**src/rtl/alu_writeback_sequencer.sv**
```systemverilog
// Sequences one relay-ALU operation: hold function code, wait for settle, write A/D and flags.
// Optional macro RELAY_SETTLE_EN adds the SETTLE state and its counter; undefined -> IDLE goes straight to WRITE.
module alu_writeback_sequencer #(
    parameter int SETTLE_CYCLES = 3,
    parameter int CNT_W         = 4
) (
    input  logic       clk,
    input  logic       rst_n,
    input  logic       alu_start,
    input  logic [2:0] fctn_code_in,
    input  logic       dest_sel,
    input  logic [7:0] alu_result,
    input  logic       alu_sign,
    input  logic       alu_carry,
    input  logic       alu_zero,
    output logic [2:0] alu_fctn_out,
    output logic       busy,
    output logic       done,
    output logic [7:0] reg_a,
    output logic [7:0] reg_d,
    output logic       flag_sign,
    output logic       flag_carry,
    output logic       flag_zero,
    output logic [1:0] state_dbg
);

    // Handshake: alu_start is taken only when busy=0 (IDLE); a start seen while busy is
    // dropped, and done pulses for exactly one cycle once registers and flags hold the result.

    if (SETTLE_CYCLES < 1 || SETTLE_CYCLES > 15 || SETTLE_CYCLES >= (1 << CNT_W)) begin : g_param_check
        $error("SETTLE_CYCLES must be 1..15 and fit in CNT_W bits");
    end

    typedef enum logic [1:0] {
        S_IDLE   = 2'd0,
        S_SETTLE = 2'd1,
        S_WRITE  = 2'd2,
        S_DONE   = 2'd3
    } state_t;

    state_t state, state_nx;
    logic   dest_q;

`ifdef RELAY_SETTLE_EN
    logic [CNT_W-1:0] cnt;

    always_ff @(posedge clk) begin
        if (!rst_n) begin
            cnt <= '0;
        end else if (state == S_IDLE && alu_start) begin
            cnt <= CNT_W'(SETTLE_CYCLES - 1);
        end else if (state == S_SETTLE && cnt != '0) begin
            cnt <= cnt - 1'b1;
        end
    end
`endif

    always_comb begin
        state_nx = state;
        case (state)
            S_IDLE: begin
                if (alu_start) begin
`ifdef RELAY_SETTLE_EN
                    state_nx = S_SETTLE;
`else
                    state_nx = S_WRITE;
`endif
                end
            end
            S_SETTLE: begin
`ifdef RELAY_SETTLE_EN
                if (cnt == '0) state_nx = S_WRITE;
`else
                state_nx = S_IDLE;
`endif
            end
            S_WRITE: state_nx = S_DONE;
            S_DONE:  state_nx = S_IDLE;
            default: state_nx = S_IDLE;
        endcase
    end

    always_ff @(posedge clk) begin
        if (!rst_n) begin
            state        <= S_IDLE;
            alu_fctn_out <= 3'b111;
            dest_q       <= 1'b0;
            reg_a        <= 8'h00;
            reg_d        <= 8'h00;
            flag_sign    <= 1'b0;
            flag_carry   <= 1'b0;
            flag_zero    <= 1'b0;
        end else begin
            state <= state_nx;
            if (state == S_IDLE && alu_start) begin
                alu_fctn_out <= fctn_code_in;
                dest_q       <= dest_sel;
            end else if (state == S_DONE) begin
                alu_fctn_out <= 3'b111;
            end
            if (state == S_WRITE) begin
                if (dest_q) reg_d <= alu_result;
                else        reg_a <= alu_result;
                flag_sign  <= alu_sign;
                flag_zero  <= alu_zero;
                // Only the adder ops (ADD, INC) produce a meaningful carry.
                flag_carry <= (alu_fctn_out == 3'd0 || alu_fctn_out == 3'd1) ? alu_carry : 1'b0;
            end
        end
    end

    assign busy      = (state != S_IDLE);
    assign done      = (state == S_DONE);
    assign state_dbg = state;

endmodule

```
**config.mk**
```make
export PLATFORM = sky130hd
export DESIGN_NAME = alu_writeback_sequencer
export DESIGN_NICKNAME = d
export VERILOG_FILES = /design/src/rtl/alu_writeback_sequencer.sv
export SDC_FILE = /design/constraint.sdc
export NUM_CORES = 1
export LEC_CHECK = 0
export BUFFER_PORTS_ARGS = -buffer_cell sky130_fd_sc_hd__clkbuf_2
export CORE_UTILIZATION = 48
export CTS_CLUSTER_SIZE = 16
export DETAILED_ROUTE_END_ITERATION = 16
export PLACE_DENSITY = 0.93
export SYNTH_ARGS = -nofsm -noshare
export SYNTH_HDL_FRONTEND = slang
export SYNTH_SLANG_ARGS = --single-unit
```
**constraint.sdc**
```tcl
create_clock -name clk -period 3 [get_ports clk]
set_input_delay 0.6 -clock clk [delete_from_list [all_inputs] [get_ports clk]]
set_output_delay 0.6 -clock clk [all_outputs]
set_load 0.03 [all_outputs]
```
Word-level counts from Yosys, hierarchy flattened
Cells that the tools add are included.
Widths: inputs -> output; s select.
- add/sub/neg operators: 0
- $mul: 0
- divide/modulo/power cells: 0
- magnitude comparators: 0
- equal/unequal tests: 5
- shifts and indexed selects: 0
- muxes and demuxes: 5
- bitwise gates (word level): 1
- reduce and logical (&&, ||, !) cells: 9
- operators with widths (kind ; number):
    $mux 3 ; 2
    $pmux 2 s3 ; 1
    $eq 2x2->1 const B ; 2
    $reduce_and 2->1 ; 2
    $reduce_bool 2->1 ; 2
    $eq 3x1->1 const B ; 1
    $logic_not 3->1 ; 1
    $eq 2x1->1 const B ; 1
    $logic_not 2->1 ; 1
    $mux 2 ; 1
    $ne 2x2->1 const B ; 1
    $reduce_or 2->1 ; 1
    $logic_and 1x1->1 ; 1
    $logic_or 1x1->1 ; 1
    $mux 1 ; 1
    $not 1->1 ; 1
- flip-flop bits (word level): 25
- latch bits: 0
- RAM bits: 0
- ROM bits: 0
- bits of input ports: 18
- output and inout bits: 26
- logic and storage cells: 28
- memories: 0

Depth between registers and ports, before layout
Gate-level depths: netlist (run 1).
- depth after elaboration: 3
- mapped depth: 5
- mapped depth without buffers: 3

Worst setup path after synthesis (run 1)
No wires, ideal clock.
- path kind: register to output
- start: register state[0] (netlist: state_dbg[0])
- end: output done
- arrival time: 1.042 ns
- required time: 2.400 ns
- path slack: 1.358 ns
- cell stages (with the launch flop): 3
- buffers on the path: 1
- cells stage by stage: dfxtp_1 -> buf_2 -> and2_1
- longest elaborated chain between the ends: 1
- RTL lines (element ; line ; source):
    start: declaration ; 41 ; state_t state, state_nx;
    start signal: assignment ; 94 ; state <= state_nx;
    $eq 2x2->1 ; 113 ; assign done = (state == S_DONE);
    end: declaration ; 18 ; output logic done,
Every way passes these cells.

Worst setup path in the final report (run 1)
- start: register state[0] (netlist: state_dbg[0])
- end: output busy
- longest elaborated chain between the ends: 1
- RTL lines (element ; line ; source):
    $reduce_bool 2->1 ; 112 ; assign busy = (state != S_IDLE);
    end: declaration ; 17 ; output logic busy,
Every way passes these cells.

==> reports/qor.yml, run 1 <==
run_status: "complete, no violations"
post_cts.resized_instances: 0
netSwitchingPower_w: 0.000179
cts_post_setup_buffers_inserted: 0
slew-limit-headroom: 0.572
timing.clock.skew_ns: 0.00297
placeableCoreArea_mm2: 0.00178
htree_levels: 1
unrepaired_setup_endpoints_after_global_routing: "false"
post-route-util: 0.669
final-max-slew-violation-count: 0
synth_enable_flop_cells: 0
irDropWorstVdd_v: 0.000411
syn_area_um2: 943
finalWorstPathRequiredPeriod_ns: 1.91
final_net_count: 162
fraction_of_power_consumed_by_sequential_logic: 0.590
met3WireLength_um: 110
vias_per_cell: 5.17
hp-class: "register to register"
cts_root_buffer: "sky130_fd_sc_hd__clkbuf_4"
wirelength_met1_um: 819
detailed_place_hpwl_mm: 1.48
drt-pass1-iter-count: 4
timing.max_cap.violations: 0
initial_core_util: 0.529
grt_pass1_wl_mm: 2.97
synth.avg_cell_area_um2: 9.25
max_freq_ghz: 0.523
arrival_ns: 1.31
area_growth_syn_to_layout_pct: 26.4
cts.path.max_buffers: 2
synthDistinctLibCells: 20
crit_path_cells: "or2_2 > clkbuf_2"
fraction_of_layout_instances_using_a_drive_strength_above_1: 0.350
async_flop_share: 0
cts_num_sinks: 25
top_level_ports: 44
first_global_vias: 751
placement.setup.worst_slack_ns: 1.44
most_frequent_cell_after_synthesis: "sky130_fd_sc_hd__dfxtp_1"
topRoutingLayerUsed: "met4"
clock_latency_reported_for_the_late_side_of_the_worst_skew_pair_ns: 0.31
floorplan.rows: 15
swShare: 0.292
layout_setup_ws_ns: 1.09
totalWireLength_mm: 1.94
cts-buffers-inserted: 3
grt_antenna_before_repair: 0
power.share.combinational: 0.172
clk_pin_slew_ns: 0.13
setup_failing_eps_final: 0
yosysWarnings: 0
largest_net_degree_at_the_start_of_global_routing: 23
placer_congestion: 0.745
fin_setup_tns_ns: 0
critical-path-max-stage-delay_ns: 0.44
cp.buffers_inverters: 1
antenna_violating_nets_post_route: 0
die_w_um: 46.3
floorplan.die_area_mm2: 0.00215
dr_total_vias: 869
hold_viol: 0
yosysTopAreaCellShare: 0.531
synth_seq_area_share: 0.531
tightestPinTransition_ns: 0.641
setup.worst_path.class: "register to output pin"
post_synth_main_area_contributors: "sky130_fd_sc_hd__dfxtp_1 53%, sky130_fd_sc_hd__mux2i_1 12%, sky130_fd_sc_hd__o21ai_0 5.8%"
timing.critical_path.slowest_stage_cell: "sky130_fd_sc_hd__dfxtp_1"
buffer_ports.inserted: 43
die_height_um: 46.3
clock_network_fraction_of_design_power: 0.238
worstSetupStartpointType: "register"
worst-path-max-fanout: 12
global_route.usage.total: 0.196
post_synth_most_frequent_cells: "25 x sky130_fd_sc_hd__dfxtp_1, 13 x sky130_fd_sc_hd__nor2_1, 11 x sky130_fd_sc_hd__mux2i_1, 11 x sky130_fd_sc_hd__o21ai_0"
internal_power_w: 0.000434
post_route_drc_violation_count: 0
netlist_instances: 102
critical-path-top-delay-family: "flip-flops"
synth_top_cell_by_area: "sky130_fd_sc_hd__dfxtp_1"
critical_path.endpoint_type: "output pin"
num_antenna_cells: 0
powerDensity_mw_per_mm2: 514
mappedNetlistNets: 120
routedWlPerCell_um: 11.5
drtIter0Drc: 20
cp_data_required_time_ns: 2.40
power.leakage_nw: 0.598
dr_wl_met2_um: 982
grt_remaining_overflow: 0
cts_hold_repair.buffers: 0
yosys_most_used_dff: "sky130_fd_sc_hd__dfxtp_1"
tritoncts_clock_tree: "built"
timing.final.crit_share: 0.637
yosys_register_bits: 25
-- tightest hold or removal path, stage by stage (launching register included) --
cell	delay, ns
sky130_fd_sc_hd__dfxtp_1	0.33
sky130_fd_sc_hd__nand2_1	0.05
sky130_fd_sc_hd__a21oi_1	0.05
-- power by group through the flow --
stage | sequential, W | clock (W) | combinational, W
floorplan | 0.000393 | 0 | 0.0000463
global placement | 0.000368 | 0 | 0.000104
detailed placement | 0.000369 | 0 | 0.000107
CTS | 0.000362 | 0.000149 | 0.000107
global route | 0.000364 | 0.000162 | 0.000115
finish | 0.000362 | 0.000146 | 0.000106
-- cells by family after synthesis --
kind of cell	share of synthesized area
buffers and inverters	0.0345
AND/OR/NAND/NOR	0.184
AO/OA/AOI/OAI	0.134
flip-flops	0.531
multiplexers	0.117
-- registers in the layout, summed over array words and instances (netlist names) --
register      cells
dest_q            1
flag_zero         1
flag_carry        1
reg_a             8
reg_d             8
flag_sign         1
state_dbg         2
alu_fctn_out      3
-- layer usage --
| layer | vias to the layer above | global-route usage |
|---|---|---|
| met5 | - | 0 |
| met4 | 0 | 0.0882 |
| met3 | 4 | 0.0510 |
| met2 | 39 | 0.353 |
| met1 | 395 | 0.211 |
| li1 | 431 | - |
-- layout make-up --
type	count	area (um2)
timing repair buffer	43	215
clock buffer	3	22.5
inverter	2	7.51
sequential	25	500
tap	25	31.3
clock inverter	1	5.00
multi-input combinational	69	410
fill	155	591
-- cells in the final DEF, fill, tap and decap left out, types with 2 or more instances in the layout --
cell type                  count
sky130_fd_sc_hd__clkbuf_2     43
sky130_fd_sc_hd__dfxtp_1      25
sky130_fd_sc_hd__nor2_1       13
sky130_fd_sc_hd__o21ai_0      11
sky130_fd_sc_hd__mux2i_1      11
sky130_fd_sc_hd__nand2_1       9
sky130_fd_sc_hd__a21oi_1       9
sky130_fd_sc_hd__nor3_1        4
sky130_fd_sc_hd__o32ai_1       3
sky130_fd_sc_hd__clkbuf_4      3
sky130_fd_sc_hd__inv_1         2
-- metrics by stage --
stage / power (W) / hold WS, ns / std cells / cell area [um2]
6_report: 0.000613 / 0.466 / 168 / 1190
5_1_grt: 0.000642 / 0.488 / 168 / 1190
4_1_cts: 0.000617 / 0.472 / 168 / 1190
3_5_place_dp: 0.000476 / 0.453 / 164 / 1160
3_3_place_gp: 0.000471 / 0.445 / 164 / 1160
2_1_floorplan: 0.000439 / 0.580 / 102 / 943
-- worst paths after layout --
| check | startpoint | to | slack, ns | cells past startpoint |
|---|---|---|---|---|
| worst min register to register | flag_carry | flag_carry | 0.47 | 2 |
| worst max register to register | state_dbg[0] | flag_carry | 1.46 | 3 |
| worst max-delay path | state_dbg[0] | busy | 1.09 | 2 |
| worst min-delay path | flag_carry | flag_carry | 0.47 | 2 |
Note: power is estimated with default switching activity, not from simulation.
==> inputs of run 2 (changes only) <==
--- a/config.mk
+++ b/config.mk
@@ -5,11 +5,12 @@
 export SDC_FILE = /design/constraint.sdc
 export NUM_CORES = 1
 export LEC_CHECK = 0
+export ABC_AREA = 1
 export BUFFER_PORTS_ARGS = -buffer_cell sky130_fd_sc_hd__clkbuf_2
-export CORE_UTILIZATION = 48
+export CORE_UTILIZATION = 41
 export CTS_CLUSTER_SIZE = 16
 export DETAILED_ROUTE_END_ITERATION = 16
-export PLACE_DENSITY = 0.93
+export PLACE_DENSITY = 0.85
 export SYNTH_ARGS = -nofsm -noshare
 export SYNTH_HDL_FRONTEND = slang
 export SYNTH_SLANG_ARGS = --single-unit
==> constraint.sdc (replaced) <==
create_clock -name clk -period 1.7 [get_ports clk]
set_input_delay 0.34 -clock clk [delete_from_list [all_inputs] [get_ports clk]]
set_output_delay 0.34 -clock clk [all_outputs]
set_load 0.03 [all_outputs]
==> run 2 against run 1 <==
  * Clock skew is 0.0013 ns lower
  * First-iteration DRC count grew 10%
  * Via count rose by 12%
  * Clock power up 79%
  * Die area increased by 24%
  * Wire length up 6.4%
  * Synthesized cell count rose by 46%
  * Highest routed layer unchanged
==> reports/qor.yml, run 2 <==
post-route-util: 0.567
grt_antenna_before_repair: 0
fin_worst_hold_slack_ns: 0.261
placed_cells_incl_taps: 218
powerDensity_mw_per_mm2: 943
irDropWorstVdd_v: 0.000494
worstSetupStartpointType: "register"
vias_per_cell: 4.39
cts-buffers-inserted: 3
post_synth_main_area_contributors: "sky130_fd_sc_hd__dfxtp_1 50%, sky130_fd_sc_hd__nor2_1 16%, sky130_fd_sc_hd__nand2_1 13%"
initial_core_util: 0.446
antenna_violating_nets_post_route: 0
cts_root_buffer: "sky130_fd_sc_hd__clkbuf_4"
detailed_place_hpwl_mm: 1.47
dr_total_vias: 974
max_freq_ghz: 0.657
worst-path-max-fanout: 6
critical_path.endpoint_type: "output pin"
synth_seq_area_share: 0.498
routedWlPerCell_um: 9.27
most-common-layout-cells: "44 x sky130_fd_sc_hd__nor2_1, 43 x sky130_fd_sc_hd__clkbuf_2, 36 x sky130_fd_sc_hd__nand2_1"
layout.cells.non_filler: 222
mostFrequentLayoutCell: "sky130_fd_sc_hd__nor2_1"
cp_data_required_time_ns: 1.36
synthDistinctLibCells: 12
global_route.usage.total: 0.165
fin_setup_tns_ns: 0
synth_enable_flop_cells: 0
final_net_count: 213
first_global_vias: 820
cts_hold_repair.buffers: 0
cts_post_setup_buffers_inserted: 0
drtIter0Drc: 22
timing.final.crit_share: 0.896
arrival_ns: 1.18
stdcell_area_mm2: 0.00128
run_status: "complete, no violations"
post_route_drc_violation_count: 0
floorplan.rows: 17
buffer_ports.inserted: 43
yosysTopAreaCellShare: 0.498
cts_num_sinks: 25
mappedNetlistNets: 167
placer_congestion: 0.864
registers_with_the_most_flip_flops: "reg_a x8, reg_d x8, alu_fctn_out x3"
tightestPinTransition_ns: 0.317
timing.max_cap.violations: 0
unrepaired_setup_endpoints_after_global_routing: "false"
yosys_most_used_dff: "sky130_fd_sc_hd__dfxtp_1"
yosysWarnings: 0
placeableCoreArea_mm2: 0.00225
yosys_register_bits: 25
grt_remaining_overflow: 0
most_frequent_cell_after_synthesis: "sky130_fd_sc_hd__nor2_1"
area_growth_syn_to_layout_pct: 27.3
htree_levels: 1
num_antenna_cells: 0
placed_cell_area_mm2: 0.00125
hold_viol: 0
die_w_um: 51.5
finalWorstPathRequiredPeriod_ns: 1.52
top_level_ports: 44
netlist_instances: 149
drt-pass1-iter-count: 4
setup.worst_path.class: "register to output pin"
setup_failing_eps_final: 0
largest_net_degree_at_the_start_of_global_routing: 18
fraction_of_layout_instances_using_a_drive_strength_above_1: 0.263
tritoncts_clock_tree: "built"
power.leakage_nw: 0.741
clk_pin_slew_ns: 0.13
timing.clock.skew_ns: 0.00166
slew-limit-headroom: 0.789
cts.path.max_buffers: 2
async_flop_share: 0
syn_area_mm2: 0.00100
synth_top_cell_by_area: "sky130_fd_sc_hd__dfxtp_1"
post_synth_most_frequent_cells: "44 x sky130_fd_sc_hd__nor2_1, 36 x sky130_fd_sc_hd__nand2_1, 25 x sky130_fd_sc_hd__dfxtp_1"
totalWireLength_mm: 2.06
die_height_um: 51.5
final-max-slew-violation-count: 0
floorplan.die_area_mm2: 0.00265
synth.avg_cell_area_um2: 6.74
clock_latency_reported_for_the_late_side_of_the_worst_skew_pair_ns: 0.31
post_cts.resized_instances: 0
grt_pass1_wl_mm: 3.37
hp-class: "input pin to register"
-- run 2: final timing paths --
| check | from | endpoint | slack (ns) | cells after the start |
|---|---|---|---|---|
| worst max-delay path | state_dbg[0] | done | 0.18 | 3 |
| worst min-delay path | alu_result[7] | reg_a[7] | 0.26 | 3 |
| worst max register to register | state_dbg[0] | reg_d[1] | 0.54 | 4 |
| worst min register to register | flag_zero | flag_zero | 0.50 | 2 |
-- run 2: cells by family (layout without fill, tap and decap cells) --
group / after synthesis / count (layout) / share of synthesized area
buffers and inverters: 26 / 71 / 0.101
flip-flops: 25 / 25 / 0.498
AND/OR/NAND/NOR: 93 / 93 / 0.376
AO/OA/AOI/OAI: 5 / 5 / 0.0249
-- run 2: area by class of cell --
cell class | instances | area, um2
clock buffers | 4 | 26.3
fillers | 246 | 976
inverters | 22 | 82.6
multi-input cells | 98 | 403
flip-flops and latches | 25 | 502
well taps | 28 | 35.0
repair buffers | 45 | 230
-- run 2: report_power, final --
| part | leakage [nW] | switching (W) | total (W) | internal, W |
|---|---|---|---|---|
| registers | 0.205 | 0.0000289 | 0.000660 | 0.000631 |
| logic | 0.520 | 0.000195 | 0.000285 | 0.0000892 |
| clock network | 0.0150 | 0.000170 | 0.000262 | 0.0000917 |
| total | 0.741 | 0.000394 | 0.00121 | 0.000812 |
-- run 2: critical path, cell delays in order (launching register included) --
cell and delay [ns]:
sky130_fd_sc_hd__dfxtp_1 0.45, sky130_fd_sc_hd__nand2_1 0.13, sky130_fd_sc_hd__inv_1 0.09, sky130_fd_sc_hd__clkbuf_2 0.20
-- run 2: per-layer routing --
metal	track usage	vias to the layer above	share of wire	wire length, um
met4	0.0811	0	0.0092	19
li1	-	535	-	-
met1	0.221	414	0.49	1010
met3	0.0117	2	0.035	72
met2	0.268	23	0.46	955
met5	0	-	0	0
-- run 2: metrics by stage --
step / setup slack (ns) / total power, W
floorplan: 0.321 / 0.000866
global placement: 0.493 / 0.000953
detailed placement: 0.478 / 0.000957
CTS: 0.109 / 0.00122
global route: 0.0739 / 0.00127
finish: 0.177 / 0.00121
==> inputs of run 3 (changes only) <==
--- a/config.mk
+++ b/config.mk
@@ -7,6 +7,7 @@
 export LEC_CHECK = 0
 export ABC_AREA = 1
 export BUFFER_PORTS_ARGS = -buffer_cell sky130_fd_sc_hd__clkbuf_2
+export CORE_MARGIN = 8
 export CORE_UTILIZATION = 41
 export CTS_CLUSTER_SIZE = 16
 export DETAILED_ROUTE_END_ITERATION = 16
==> run 3 against run 2 <==
  * Register-to-register slack better by 0.03 ns
  * Sequential power hardly changed
  * Clock power is 5% lower
  * Sequential share of layout area is 0.077 points lower
  * Non-clock buffer count stayed put
  * Combinational power hardly changed
  * Clock skew is 0.0027 ns higher
==> reports/qor.yml, run 3 (same netlist as run 2, synthesis figures left out) <==
placer_congestion: 0.779
routedWlPerCell_um: 9.99
fill_cells: 249
sequential_cell_area_um2: 502
final-max-slew-violation-count: 0
finalWorstPathRequiredPeriod_ns: 1.52
clock_latency_reported_for_the_late_side_of_the_worst_skew_pair_ns: 0.30
area_growth_syn_to_layout_pct: 27.5
clk_pin_slew_ns: 0.13
globalRoute.busiestLayer: "met2"
grt_util_met3: 0.0187
initial_core_util: 0.417
vias_per_cell: 4.20
global_route.usage.total: 0.108
internal_power_w: 0.000812
cts.path.max_buffers: 2
startpoint: "state_dbg[0]"
fraction_of_power_consumed_by_sequential_logic: 0.553
layout.cells.non_filler: 224
global_route.usage.met1: 0.123
tritoncts_clock_tree: "built"
registers_with_the_most_flip_flops: "reg_a x8, reg_d x8, alu_fctn_out x3"
met2_usage: 0.193
min-delay-start: "alu_result[7]"
cts-buffers-inserted: 3
r2r-start: "state_dbg[0]"
mostFrequentLayoutCell: "sky130_fd_sc_hd__nor2_1"
swShare: 0.320
most-common-layout-cells: "44 x sky130_fd_sc_hd__nor2_1, 43 x sky130_fd_sc_hd__clkbuf_2, 36 x sky130_fd_sc_hd__nand2_1"
hold_viol: 0
arrival_ns: 1.18
clock_network_fraction_of_design_power: 0.208
setup.worst_path.class: "register to output pin"
area_of_the_multi_input_gates_um2: 403
cp_data_required_time_ns: 1.36
power.leakage_nw: 0.741
placeableCoreArea_mm2: 0.00241
final_net_count: 213
timing.final.crit_share: 0.893
p_total_w: 0.00119
top_level_ports: 44
num_antenna_cells: 0
fraction_of_layout_instances_using_a_drive_strength_above_1: 0.263
worst-path-max-fanout: 6
critical_path.endpoint_type: "output pin"
post_route_drc_violation_count: 0
floorplan.die_area_mm2: 0.00429
detailed_place_hpwl_mm: 1.77
setup_failing_eps_final: 0
grt_antenna_before_repair: 0
drtIter0Drc: 31
timing.max_cap.violations: 0
floorplan.rows: 18
placement.setup.worst_slack_ns: 0.440
die_height_um: 65.5
htree_levels: 1
timing.clock.skew_ns: 0.00431
irDropWorstVdd_v: 0.000457
unrepaired_setup_endpoints_after_global_routing: "false"
totalWireLength_mm: 2.24
cts_post_setup_buffers_inserted: 0
tightestPinTransition_ns: 0.317
first_global_vias: 887
die_w_um: 65.5
largest_net_degree_at_the_start_of_global_routing: 17
antenna_violating_nets_post_route: 0
cts_root_buffer: "sky130_fd_sc_hd__clkbuf_4"
cts_num_sinks: 25
netSwitchingPower_w: 0.000382
layout_setup_ws_ns: 0.182
grt_remaining_overflow: 0
slew-limit-headroom: 0.789
run_status: "complete, no violations"
rrSetupSlack_ns: 0.57
placed_cells_incl_taps: 220
power.share.combinational: 0.239
dr_total_vias: 941
max_freq_ghz: 0.659
powerDensity_mw_per_mm2: 931
drt-pass1-iter-count: 4
grt_pass1_wl_mm: 3.82
hp-class: "input pin to register"
buffer_ports.inserted: 43
fin_setup_tns_ns: 0
worstSetupStartpointType: "register"
fin_worst_hold_slack_ns: 0.271
run 3: worst paths after layout:
kind | to | depth (start not counted)
worst max-delay path | done | 3
worst min-delay path | reg_a[7] | 3
worst max register to register | reg_d[1] | 5
worst min register to register | flag_zero | 2
run 3: power by group through the flow:
stage	combinational, W	sequential (W)	clock [W]
final	0.000285	0.000659	0.000249
after global routing	0.000319	0.000667	0.000288
after CTS	0.000289	0.000660	0.000266
after detailed placement	0.000288	0.000673	0
after global placement	0.000285	0.000671	0
after floorplan	0.000111	0.000754	0
run 3: per-stage QoR:
stage,area [um2],util
final,1280,0.532
after CTS,1280,0.531
after global routing,1280,0.532
after global placement,1250,0.520
after floorplan,1000,-
after detailed placement,1250,0.520
run 3: critical path: stages (launching register included):
cell	delay (ns)
sky130_fd_sc_hd__dfxtp_1	0.44
sky130_fd_sc_hd__nand2_1	0.14
sky130_fd_sc_hd__inv_1	0.09
sky130_fd_sc_hd__clkbuf_2	0.20
run 3: area by class of cell:
class | instances | area share
sequential | 25 | 0.392
timing repair buffer | 45 | 0.180
clock buffer | 4 | 0.0205
multi-input combinational | 98 | 0.314
inverter | 22 | 0.0645
tap | 30 | 0.0293
run 3: metal layers:
layer,vias to the layer above,wire length [um]
li1,533,-
met1,384,963
met2,22,1110
met3,2,139
met4,0,27
met5,-,0
run 3: timing repair:
| action | CTS | global route |
|---|---|---|
| hold buffers | 0 | 0 |
| setup endpoints to repair | 0 | 1 |
| gates resized for setup | 0 | 1 |
